File: config.mk
export PLATFORM = sky130hd
export DESIGN_NAME = wb_register_file
export DESIGN_NICKNAME = d
export VERILOG_FILES = /design/src/rtl/wb_register_file.sv
export SDC_FILE = /design/constraint.sdc
export NUM_CORES = 2
export LEC_CHECK = 0
export ABC_CLOCK_PERIOD_IN_PS = 8310
export CAP_MARGIN = 20
export CORE_MARGIN = 3
export CORE_UTILIZATION = 40
export DETAILED_ROUTE_END_ITERATION = 10
export GPL_ROUTABILITY_DRIVEN = 0
export HOLD_SLACK_MARGIN = 0.12
export MAX_ROUTING_LAYER = met4
export SLEW_MARGIN = 20
export SYNTH_ARGS = -nofsm -noshare
export SYNTH_HDL_FRONTEND = slang
export SYNTH_SLANG_ARGS = --single-unit
File: constraint.sdc
create_clock -name Clk -period 8.31 [get_ports Clk]
set_input_delay 1.2465 -clock Clk [delete_from_list [all_inputs] [get_ports Clk]]
set_output_delay 1.2465 -clock Clk [all_outputs]
set_load 0.01 [all_outputs]
File: src/rtl/wb_register_file.sv
// MIPS 32x32 general-purpose register file, fed by the writeback stage.
// Two combinational read ports with optional write-first bypass.
module wb_register_file #(
  parameter int DATA_W    = 32,
  parameter int ADDR_W    = 5,
  parameter int BYPASS_EN = 1
) (
  input  logic              Clk,
  input  logic              Rst_n,
  input  logic              RegWrite,
  input  logic [ADDR_W-1:0] WriteRegister,
  input  logic [DATA_W-1:0] WriteData,
  input  logic [ADDR_W-1:0] ReadRegister1,
  input  logic [ADDR_W-1:0] ReadRegister2,
  output logic [DATA_W-1:0] ReadData1,
  output logic [DATA_W-1:0] ReadData2
);

  localparam int DEPTH = 2 ** ADDR_W;
  localparam bit BYP   = (BYPASS_EN != 0);

  logic [DATA_W-1:0] regs [DEPTH];
  logic              wr_en;
  logic              byp_en;

  assign wr_en  = RegWrite && (WriteRegister != '0);
  // a write cancelled by reset must never be forwarded
  assign byp_en = BYP && Rst_n && wr_en;

  always_ff @(posedge Clk) begin
    if (!Rst_n) begin
      for (int i = 0; i < DEPTH; i++) begin
        regs[i] <= '0;
      end
    end else if (wr_en) begin
      regs[WriteRegister] <= WriteData;
    end
  end

  always_comb begin
    ReadData1 = regs[ReadRegister1];
    if (ReadRegister1 == '0) begin
      ReadData1 = '0;
    end else if (byp_en && (ReadRegister1 == WriteRegister)) begin
      ReadData1 = WriteData;
    end
  end

  always_comb begin
    ReadData2 = regs[ReadRegister2];
    if (ReadRegister2 == '0) begin
      ReadData2 = '0;
    end else if (byp_en && (ReadRegister2 == WriteRegister)) begin
      ReadData2 = WriteData;
    end
  end

endmodule

-- After elaboration in Yosys (flattened, before gate mapping)
Memory sizes are Yosys's and may differ from the RTL's.
Index checks and enable logic that the tools add are counted.
Widths: inputs -> output; s select.
- bits in registers: 0
- RAM bits: 1024
- output and inout port bits: 64
- memories kept: 1
- eq/ne operators: 2
- muxes and demuxes: 11
- reductions and logical operators: 8
- memory list (name ; words ; bits a word ; rd ports ; clocked after Yosys merged registers in ; write ports ; line ; source):
    regs ; 32 ; 32 ; 2 ; 0 ; 32 ; 22 ; logic [DATA_W-1:0] regs [DEPTH];
- operator list (cell ; count):
    $mux 32 ; 5
    $reduce_or 32->1 ; 1
    $eq 5x5->1 ; 2
    $logic_not 5->1 ; 2
    $mux 1 ; 5
    $mux 5 ; 1
    $reduce_bool 5->1 ; 1
    $logic_and 1x1->1 ; 4

-- Longest topological paths before layout
- depth in word-level cells: 7
- gate-level depth with buffers: 9

-- Worst setup path before layout
Ideal clock, no wire load.
- path type: input-to-reg
- start: input Rst_n
- end: memory regs[12][0] (enable)
- setup time: 466 ps
- data arrival time: 4645 ps
- required time: 7844 ps
- path slack: 3200 ps
- stages: 6
- cells stage by stage: clkbuf_1 -> nand2_1 -> or3_1 -> clkbuf_1 -> clkbuf_1 -> o21ai_0
- RTL lines (item ; line ; source):
    start: declaration ; 9 ; input logic Rst_n,
    end: declaration ; 22 ;

-- Final worst setup path
- start: input WriteRegister[4]
- end: output ReadData1[0]
- word-level cells in the longest chain between the ends: 6
- elaborated cells on any way between the ends: 7
- those cells by class: 1 x eq/ne; 2 x mux; 4 x reduce/logical
- RTL lines (item ; line ; source):
    start: declaration ; 11 ; input logic [ADDR_W-1:0] WriteRegister,
    $reduce_bool 5->1 ; 26 ; assign wr_en = RegWrite && (WriteRegister != '0);
    $logic_and 1x1->1 ; 26 ;
    $logic_and 1x1->1 ; 28 ; assign byp_en = BYP && Rst_n && wr_en;
    $logic_and 1x1->1 (*) ; 44 ; end else if (byp_en && (ReadRegister1 == WriteRegister)) begin
    $mux 32 (*) ; 44 ;
    $mux 32 (*) ; 42 ; if (ReadRegister1 == '0) begin
    end: declaration ; 15 ; output logic [DATA_W-1:0] ReadData1,
Mark *: on every way between the ends. The rest lies on a longest branch, timed or not.

==> flow_summary.json <==
{
  "critical_path.max_fanout": 34,
  "viasPerCell": 6.41,
  "placed_cells": 5847,
  "top_register": "regs",
  "synth_area_leaders": "edfxtp_1, mux2i_1, and2_1",
  "cts_root_buf": "clkbuf_16",
  "area_growth_pct": 13.0,
  "cts_hold_buf": 0,
  "cp.required_ps": 7060,
  "fin_cells": 6059,
  "ys_ff_latch": 1024,
  "design_area_sq_mm": 0.0627,
  "antenna_left": 0,
  "yosys.area.top_type": "edfxtp_1",
  "period_needed_ps": 6790,
  "dr.first_iter.drc_count": 5804,
  "cts_resized": 0,
  "gr-total-overflow": 0,
  "synth_area_per_cell_sq_um": 13.2,
  "largest_register_ffs": 1024,
  "clock.fmax_mhz": 147,
  "h-tree-depth": 3,
  "placed_area_sq_mm": 0.0592,
  "cts_buffers": 110,
  "start_util": 0.403,
  "multi_input_area_sq_mm": 0.0237,
  "setup_viol": 0,
  "ff_latch_area_sq_mm": 0.0307,
  "cap_violations": 0,
  "nNetsFinal": 4216,
  "leakage_nw": 22.5,
  "track_usage": 0.303,
  "coreArea_sq_mm": 0.138,
  "route.detailed.drc": 0,
  "cts_tree": "built",
  "dpl.hpwl_microns": 124000,
  "die_area_sq_mm": 0.143,
  "firstDrtPassIters": 5,
  "cts.sinks": 1024,
  "die_y_microns": 379,
  "die_x_microns": 379,
  "cp-start-kind": "primary input",
  "cellPowerDensity_mw_per_mm2": 203,
  "grt_pass1_wl_microns": 296000,
  "num_vias": 38900,
  "ios": 114,
  "n_fill_cell": 12100,
  "yosysUniqueCellTypes": 43,
  "status": "finished clean",
  "async_flop_share": 0,
  "critPathKind": "in2out",
  "post-cts-setup-buffer-count": 0,
  "first_global_vias": 37800,
  "max_slew_margin": 0.186,
  "synth_top_area_share": 0.554,
  "drive_above_1_share": 0.150,
  "power.total_mw": 12.7,
  "final_common_cell": "edfxtp_1",
  "post-route-util": 0.456,
  "rows": 136,
  "synthesis.instances": 4207,
  "cp-end-kind": "output pin",
  "antenna_found_initial": 14,
  "setup_tns_ps": 0,
  "routed_wl_microns": 213000,
  "ys.flop_type": "edfxtp_1",
  "yosysSeqAreaShare": 0.554,
  "top_regs": "regs (1024)",
  "clk_pin_slew_ps": 60,
  "ys_warn_count": 0,
  "synth_edf_count": 1024,
  "final_cell_mix": "edfxtp_1, and2_1, mux2i_1",
  "synth_area_sq_mm": 0.0555,
  "crit_start": "WriteRegister[4]",
  "vdd_drop_max_mv": 0.191,
  "wire_per_inst_microns": 35.2,
  "worstMarginPinSlew_ps": 1220,
  "portBuffers": 113,
  "arrival_ps": 5550,
  "slew_violations": 0,
  "crit_end": "ReadData1[0]",
  "hold_viol_final": 0,
  "hold_class": "in2reg",
  "grt_setup_unrepaired": "no",
  "cts.path.max_buffers": 3,
  "grt_max_degree": 93,
  "period_share": 0.817
}
-- critical path: stages --
cell and delay, ps:
clkdlybuf4s50_1 680, or3_1 670, o311ai_4 130, or4_2 1260, a31oi_1 830, clkdlybuf4s50_1 700
-- cells in the mapped netlist (all sizes together) (32+ instances only) --
| cell type | n |
|---|---|
| a21oi | 37 |
| a22oi | 270 |
| a31oi | 78 |
| and2 | 963 |
| and3 | 52 |
| buf | 118 |
| clkbuf | 346 |
| edfxtp | 1024 |
| mux2i | 609 |
| mux4 | 211 |
| nor2 | 133 |
| nor3 | 32 |
| nor4 | 32 |
| o211ai | 33 |
| o22ai | 62 |
| o31a | 32 |
-- routing by layer --
layer  GRT usage  share of wire
met1       0.388           0.39
met3      0.0502          0.093
met5           -              0
met4       0.140          0.049
met2       0.473           0.47
-- through the flow --
stage	hold slack [ps]	setup WS, ps
after global routing	927	1540
final	963	1520
after CTS	901	1590
after floorplan	1440	3200
after detailed placement	1670	1650
after global placement	1660	1670
-- how the worst min path moves through the flow --
| stage | start | end | slack [ps] | cells after the start |
|---|---|---|---|---|
| floorplan | WriteData[31] | regs[1][31] | 1440 | 1 |
| CTS | Rst_n | regs[3][30] | 900 | 2 |
| global placement | Rst_n | regs[3][30] | 1660 | 2 |
| global route | Rst_n | regs[3][30] | 930 | 2 |
| finish | Rst_n | regs[3][30] | 960 | 2 |
| detailed placement | Rst_n | regs[3][30] | 1670 | 2 |
-- cell type report --
class                   count  area share
well taps                1794      0.0358
repair buffers            280      0.0396
multi-input cells        2747       0.378
clock inverters            65     0.00919
flip-flops and latches   1024       0.490
clock buffers             135      0.0471
inverters                   3    0.000179
diodes                     11    0.000439
-- cell families after synthesis --
family / after synthesis / share of synthesized area
other: 1 / 0.0000676
AND/OR/NAND/NOR: 1271 / 0.136
AO/OA/AOI/OAI: 609 / 0.0779
multiplexers: 825 / 0.196
buffers and inverters: 467 / 0.0340
flip-flops: 1024 / 0.554
XOR/XNOR: 10 / 0.00158
-- report_power, final --
part           internal, mW  leakage, nW  switching, mW  total (mW)
Combinational         0.622         11.0           1.04        1.66
Clock                  2.81         1.74           2.13        4.94
Sequential             5.97         9.75          0.151        6.12
Total                  9.41         22.5           3.32        12.7
(Power assumes the default switching activity.)
